[src/rtl/axil_mem_master.sv]
// AXI4-lite master serving instruction-fetch and data load/store request ports.
// Optional watchdog enabled by defining AXIL_MEM_TIMEOUT_EN.
module axil_mem_master #(
  parameter int unsigned ADDR_W         = 32,
  parameter int unsigned DATA_W         = 32,
  parameter int unsigned TIMEOUT_CYCLES = 255
) (
  input  logic                clk,
  input  logic                reset,
  input  logic                ireq_valid,
  output logic                ireq_ready,
  input  logic [ADDR_W-1:0]   ireq_addr,
  output logic                irsp_valid,
  output logic [DATA_W-1:0]   irsp_data,
  output logic                irsp_err,
  input  logic                dreq_valid,
  output logic                dreq_ready,
  input  logic                dreq_write,
  input  logic [ADDR_W-1:0]   dreq_addr,
  input  logic [DATA_W-1:0]   dreq_wdata,
  input  logic [DATA_W/8-1:0] dreq_wstrb,
  output logic                drsp_valid,
  output logic [DATA_W-1:0]   drsp_data,
  output logic                drsp_err,
  output logic                awvalid,
  input  logic                awready,
  output logic [ADDR_W-1:0]   awaddress,
  output logic [2:0]          awprot,
  output logic                wvalid,
  input  logic                wready,
  output logic [DATA_W-1:0]   wdata,
  output logic [DATA_W/8-1:0] wrstrb,
  input  logic                bvalid,
  output logic                bready,
  input  logic [1:0]          bresp,
  output logic                arvalid,
  input  logic                arready,
  output logic [ADDR_W-1:0]   araddress,
  output logic [2:0]          arprot,
  input  logic                rvalid,
  output logic                rready,
  input  logic [DATA_W-1:0]   rdata,
  input  logic [1:0]          rresp
);

  localparam int unsigned STRB_W = DATA_W / 8;
  localparam int unsigned LSB_W  = $clog2(STRB_W);

  typedef enum logic [2:0] {IDLE, AR, R, AW_W, B, RSP} state_t;

  state_t              state_q, state_d;
  logic [ADDR_W-1:0]   addr_q, addr_d;
  logic [DATA_W-1:0]   wdata_q, wdata_d;
  logic [STRB_W-1:0]   wstrb_q, wstrb_d;
  logic                instr_q, instr_d;
  logic                aw_done_q, aw_done_d;
  logic                w_done_q, w_done_d;
  logic [DATA_W-1:0]   rsp_data_q, rsp_data_d;
  logic                rsp_err_q, rsp_err_d;
  logic                timeout;

  function automatic logic resp_err(input logic [1:0] resp);
    return !(resp == 2'b00 || resp == 2'b01);
  endfunction

`ifdef AXIL_MEM_TIMEOUT_EN
  localparam int unsigned CNT_RAW = $clog2(TIMEOUT_CYCLES + 1);
  localparam int unsigned CNT_W   = (CNT_RAW < 8) ? 8 : ((CNT_RAW > 32) ? 32 : CNT_RAW);

  logic [CNT_W-1:0] cnt_q, cnt_d;

  assign timeout = (state_q != IDLE) && (state_q != RSP) &&
                   (cnt_q == CNT_W'(TIMEOUT_CYCLES));

  // Counter restarts on every state change so each bus phase gets the full budget.
  always_comb begin
    cnt_d = '0;
    if (state_d == state_q && state_q != IDLE && state_q != RSP) begin
      cnt_d = cnt_q + 1'b1;
    end
  end

  always_ff @(posedge clk) begin
    if (!reset) begin
      cnt_q <= '0;
    end else begin
      cnt_q <= cnt_d;
    end
  end
`else
  assign timeout = 1'b0;
`endif

  always_comb begin
    state_d    = state_q;
    addr_d     = addr_q;
    wdata_d    = wdata_q;
    wstrb_d    = wstrb_q;
    instr_d    = instr_q;
    aw_done_d  = aw_done_q;
    w_done_d   = w_done_q;
    rsp_data_d = rsp_data_q;
    rsp_err_d  = rsp_err_q;
    ireq_ready = 1'b0;
    dreq_ready = 1'b0;
    arvalid    = 1'b0;
    rready     = 1'b0;
    awvalid    = 1'b0;
    wvalid     = 1'b0;
    bready     = 1'b0;
    irsp_valid = 1'b0;
    drsp_valid = 1'b0;

    if (timeout) begin
      state_d    = RSP;
      rsp_data_d = '0;
      rsp_err_d  = 1'b1;
    end else begin
      case (state_q)
        IDLE: begin
          if (dreq_valid) begin
            dreq_ready = 1'b1;
            addr_d     = dreq_addr;
            wdata_d    = dreq_wdata;
            wstrb_d    = dreq_wstrb;
            instr_d    = 1'b0;
            aw_done_d  = 1'b0;
            w_done_d   = 1'b0;
            if (dreq_addr[LSB_W-1:0] != '0) begin
              state_d    = RSP;
              rsp_data_d = '0;
              rsp_err_d  = 1'b1;
            end else begin
              state_d = dreq_write ? AW_W : AR;
            end
          end else if (ireq_valid) begin
            ireq_ready = 1'b1;
            addr_d     = ireq_addr;
            wdata_d    = '0;
            wstrb_d    = '0;
            instr_d    = 1'b1;
            aw_done_d  = 1'b0;
            w_done_d   = 1'b0;
            if (ireq_addr[LSB_W-1:0] != '0) begin
              state_d    = RSP;
              rsp_data_d = '0;
              rsp_err_d  = 1'b1;
            end else begin
              state_d = AR;
            end
          end
        end
        AR: begin
          arvalid = 1'b1;
          if (arready) state_d = R;
        end
        R: begin
          rready = 1'b1;
          if (rvalid) begin
            state_d    = RSP;
            rsp_err_d  = resp_err(rresp);
            rsp_data_d = resp_err(rresp) ? '0 : rdata;
          end
        end
        AW_W: begin
          // Each channel drops its valid on its own handshake; move on once both are done.
          awvalid   = !aw_done_q;
          wvalid    = !w_done_q;
          aw_done_d = aw_done_q || awready;
          w_done_d  = w_done_q || wready;
          if (aw_done_d && w_done_d) state_d = B;
        end
        B: begin
          bready = 1'b1;
          if (bvalid) begin
            state_d    = RSP;
            rsp_err_d  = resp_err(bresp);
            rsp_data_d = '0;
          end
        end
        RSP: begin
          irsp_valid = instr_q;
          drsp_valid = !instr_q;
          state_d    = IDLE;
        end
        default: state_d = IDLE;
      endcase
    end
  end

  assign araddress = addr_q;
  assign awaddress = addr_q;
  assign wdata     = wdata_q;
  assign wrstrb    = wstrb_q;
  assign arprot    = (state_q == AR && instr_q) ? 3'b101 : 3'b000;
  assign awprot    = 3'b000;
  assign irsp_data = irsp_valid ? rsp_data_q : '0;
  assign irsp_err  = irsp_valid & rsp_err_q;
  assign drsp_data = drsp_valid ? rsp_data_q : '0;
  assign drsp_err  = drsp_valid & rsp_err_q;

  always_ff @(posedge clk) begin
    if (!reset) begin
      state_q    <= IDLE;
      addr_q     <= '0;
      wdata_q    <= '0;
      wstrb_q    <= '0;
      instr_q    <= 1'b0;
      aw_done_q  <= 1'b0;
      w_done_q   <= 1'b0;
      rsp_data_q <= '0;
      rsp_err_q  <= 1'b0;
    end else begin
      state_q    <= state_d;
      addr_q     <= addr_d;
      wdata_q    <= wdata_d;
      wstrb_q    <= wstrb_d;
      instr_q    <= instr_d;
      aw_done_q  <= aw_done_d;
      w_done_q   <= w_done_d;
      rsp_data_q <= rsp_data_d;
      rsp_err_q  <= rsp_err_d;
    end
  end

endmodule

[config.mk]
export PLATFORM = sky130hd
export DESIGN_NAME = axil_mem_master
export DESIGN_NICKNAME = d
export VERILOG_FILES = /design/src/rtl/axil_mem_master.sv
export SDC_FILE = /design/constraint.sdc
export NUM_CORES = 1
export LEC_CHECK = 0
export CORE_UTILIZATION = 23
export DETAILED_ROUTE_END_ITERATION = 10
export SETUP_SLACK_MARGIN = 0.3
export SYNTH_ARGS = -nofsm -noshare
export SYNTH_HDL_FRONTEND = slang
export SYNTH_SLANG_ARGS = --single-unit
export TNS_END_PERCENT = 20
[constraint.sdc]
create_clock -name clk -period 2.6 [get_ports clk]
set_clock_uncertainty 0.15 [all_clocks]
set_input_delay 0.52 -clock clk [delete_from_list [all_inputs] [get_ports clk]]
set_output_delay 0.52 -clock clk [all_outputs]
set_load 0.02 [all_outputs]
==> impl_metrics.json <==
{
  "drt_iter0_drc": 155,
  "holdWs_ns": 0.317,
  "grt-ovfl-total": 0,
  "ys.warnings.count": 0,
  "hold_class": "reg2reg",
  "vias": 5031,
  "synth_xor_area_frac": 0,
  "multi_input_area_um2": 2700,
  "grt_max_degree": 74,
  "synth_cell_types": 39,
  "synth_edf_count": 0,
  "yosysSeqAreaShare": 0.405,
  "max-vdd-ir-drop_uv": 465,
  "num-fill-cells": 2330,
  "outcome": "finished clean",
  "final_layout_size_suffix_gt1_frac": 0.164,
  "mappedNetlistArea_um2": 5300,
  "worstMarginPinSlew_ns": 0.722,
  "numCtsBuffers": 9,
  "cts_root_buf": "clkbuf_16",
  "die_area_um2": 23600,
  "antenna_found_initial": 1,
  "path_clk_slew_ns": 0.07,
  "crit_arrival_ns": 1.68,
  "clockBufferDepth": 2,
  "yosys.area_share.simple": 0.229,
  "synth_top_area_share": 0.405,
  "num-nets-final": 1012,
  "regArea_um2": 2150,
  "ant_nets": 0,
  "cts_sinks": 107,
  "start_util": 0.234,
  "min_period_over_period": 0.905,
  "max-cap-violations": 0,
  "yosys-top-cells-area": "dfxtp_1 40%, mux2i_1 12%, and2_1 7.9%",
  "ioPinCount": 327,
  "final_cells": 1156,
  "synthMuxAreaShare": 0.123,
  "synth_top_family_by_area": "simple AND/OR/NAND/NOR gates",
  "critPathMaxFanout": 7,
  "die_h_um": 154,
  "core_area_um2": 22600,
  "synth-seq-cells": 107,
  "slew_viol_final": 0,
  "crit_type": "reg2out",
  "firstDrtPassIters": 4,
  "synthArstFlopShare": 0,
  "tritoncts": "yes",
  "gp_congestion": 0.751,
  "portBuffers": 320,
  "antenna_cells": 0,
  "track_usage": 0.145,
  "cp-end-kind": "output port",
  "num_rows": 55,
  "grt_pass1_wl_um": 26800,
  "synthCells": 580,
  "rsz0062_at_grt": "true",
  "cts_hold_buf": 0,
  "grt_pass1_vias": 4785,
  "syn_area_per_cell_um2": 9.13,
  "max_slew_margin": 0.519,
  "critical_path_required_ns": 1.93,
  "ys.flop_type": "dfxtp_1",
  "synth_compound_area_frac": 0.146,
  "yosys-top-cells-count": "107 x dfxtp_1, 98 x nand2_1, 67 x and2_1",
  "wl_um": 17900,
  "synth_most_common_cell": "dfxtp_1",
  "leakage_uw": 0.00383,
  "drcViolationCount": 0,
  "hpwl_um": 12800,
  "die_w_um": 154,
  "total_power_uw": 7850,
  "synth_top_area_cell": "dfxtp_1",
  "post-route-min-period_ns": 2.35,
  "finalHoldViolations": 0,
  "power_density_nw_per_um2": 901,
  "setup_viol": 0,
  "dp_cells": 1127,
  "cts_htree_levels": 3,
  "clk_latency_ns": 0.35,
  "synth_fa_ha_area_frac": 0,
  "routedWlPerCell_um": 15.4,
  "max_freq_ghz": 0.425,
  "drt-vias-per-instance": 4.35,
  "startpoint_type": "flop",
  "syn_to_final_growth_pct": 64.6
}
==> layout by cell type (no fill, tap or decap), drive strengths merged, types with 2 or more instances in the layout <==
cell type,netlist,final
clkdlybuf4s50,0,241
dfxtp,107,107
nand2,98,98
and2,67,67
mux2i,65,65
buf,58,61
clkbuf,26,57
nor2b,39,39
a22oi,38,38
o211a,32,32
nor2,10,10
dlygate4sd2,0,5
nor3,5,5
conb,1,4
clkinv,0,4
inv,3,4
a21oi,3,3
o21a,3,3
a211oi,3,3
nor4b,2,2
or3,2,2
or4b,2,2
a2111oi,2,2
==> critical path, stage by stage (launching register included) <==
cell,delay (ns)
dfxtp_2,0.35
inv_2,0.09
nor3_4,0.25
buf_6,0.13
clkbuf_4,0.17
buf_4,0.11
and2_1,0.11
buf_4,0.13
==> stage by stage <==
step,area [um^2],util,setup WS (ns),setup TNS (ns)
6_report,8710,0.385,0.248,0
4_1_cts,8900,0.393,0.142,0
3_3_place_gp,8610,0.380,-0.0449,-0.635
3_5_place_dp,8610,0.380,-0.0372,-0.309
5_1_grt,8710,0.385,0.143,0
2_1_floorplan,5310,-,0.247,0
==> layout make-up <==
cell class	count	share of cell area
Clock buffer	10	0.0263
Multi-Input combinational cell	389	0.310
Inverter	3	0.00129
Timing Repair Buffer	356	0.368
Tap cell	285	0.0409
Sequential cell	107	0.247
Clock inverter	6	0.00704
==> power by group <==
part           total [uW]  switching, uW  leakage [uW]  internal, uW
Sequential           2320            300      0.000877          2020
Clock                1360            687      0.000138           672
Combinational        4170           2150       0.00281          2020
Total                7850           3130       0.00383          4710
==> routing by layer <==
metal  GRT usage  routed length (um)  up-vias
li1            -                   -     2505
met1       0.181                7860     2302
met2       0.241                8490      212
met3      0.0428                1350       10
met4      0.0386                 146        2
met5           0                  13        -
==> cells by family after synthesis <==
| group | Yosys count |
|---|---|
| AOI/OAI and AO/OA | 89 |
| and+or+nand+nor | 231 |
| other | 1 |
| buffers and inverters | 87 |
| DFF | 107 |
| muxes | 65 |
==> worst paths after layout <==
kind / slack [ns] / depth (start not counted) / end / start
setup / recovery: 0.25 / 7 / drsp_data[20] / state_q[0]
hold / removal: 0.32 / 2 / rsp_data_q[0] / rsp_data_q[0]
setup reg to reg: 0.49 / 6 / rsp_data_q[9] / state_q[1]
hold reg to reg: 0.32 / 2 / rsp_data_q[0] / rsp_data_q[0]
==> sequential cells by signal (all words and copies together) (netlist names) <==
register and cells:
state_q 3, wdata 32, araddress 32, wrstrb 4
rsp_err_q 1, rsp_data_q 32, aw_done_q 1, instr_q 1
w_done_q 1
==> timing repair <==
item | 4_1_cts | 5_1_grt
cloned | 0 | 3
endpoints found under the setup margin | 77 | 86
pin swaps | 2 | 2
setup buffers | 1 | 9
resized for setup | 134 | 139
No activity file was read; power rests on OpenSTA's default activity.
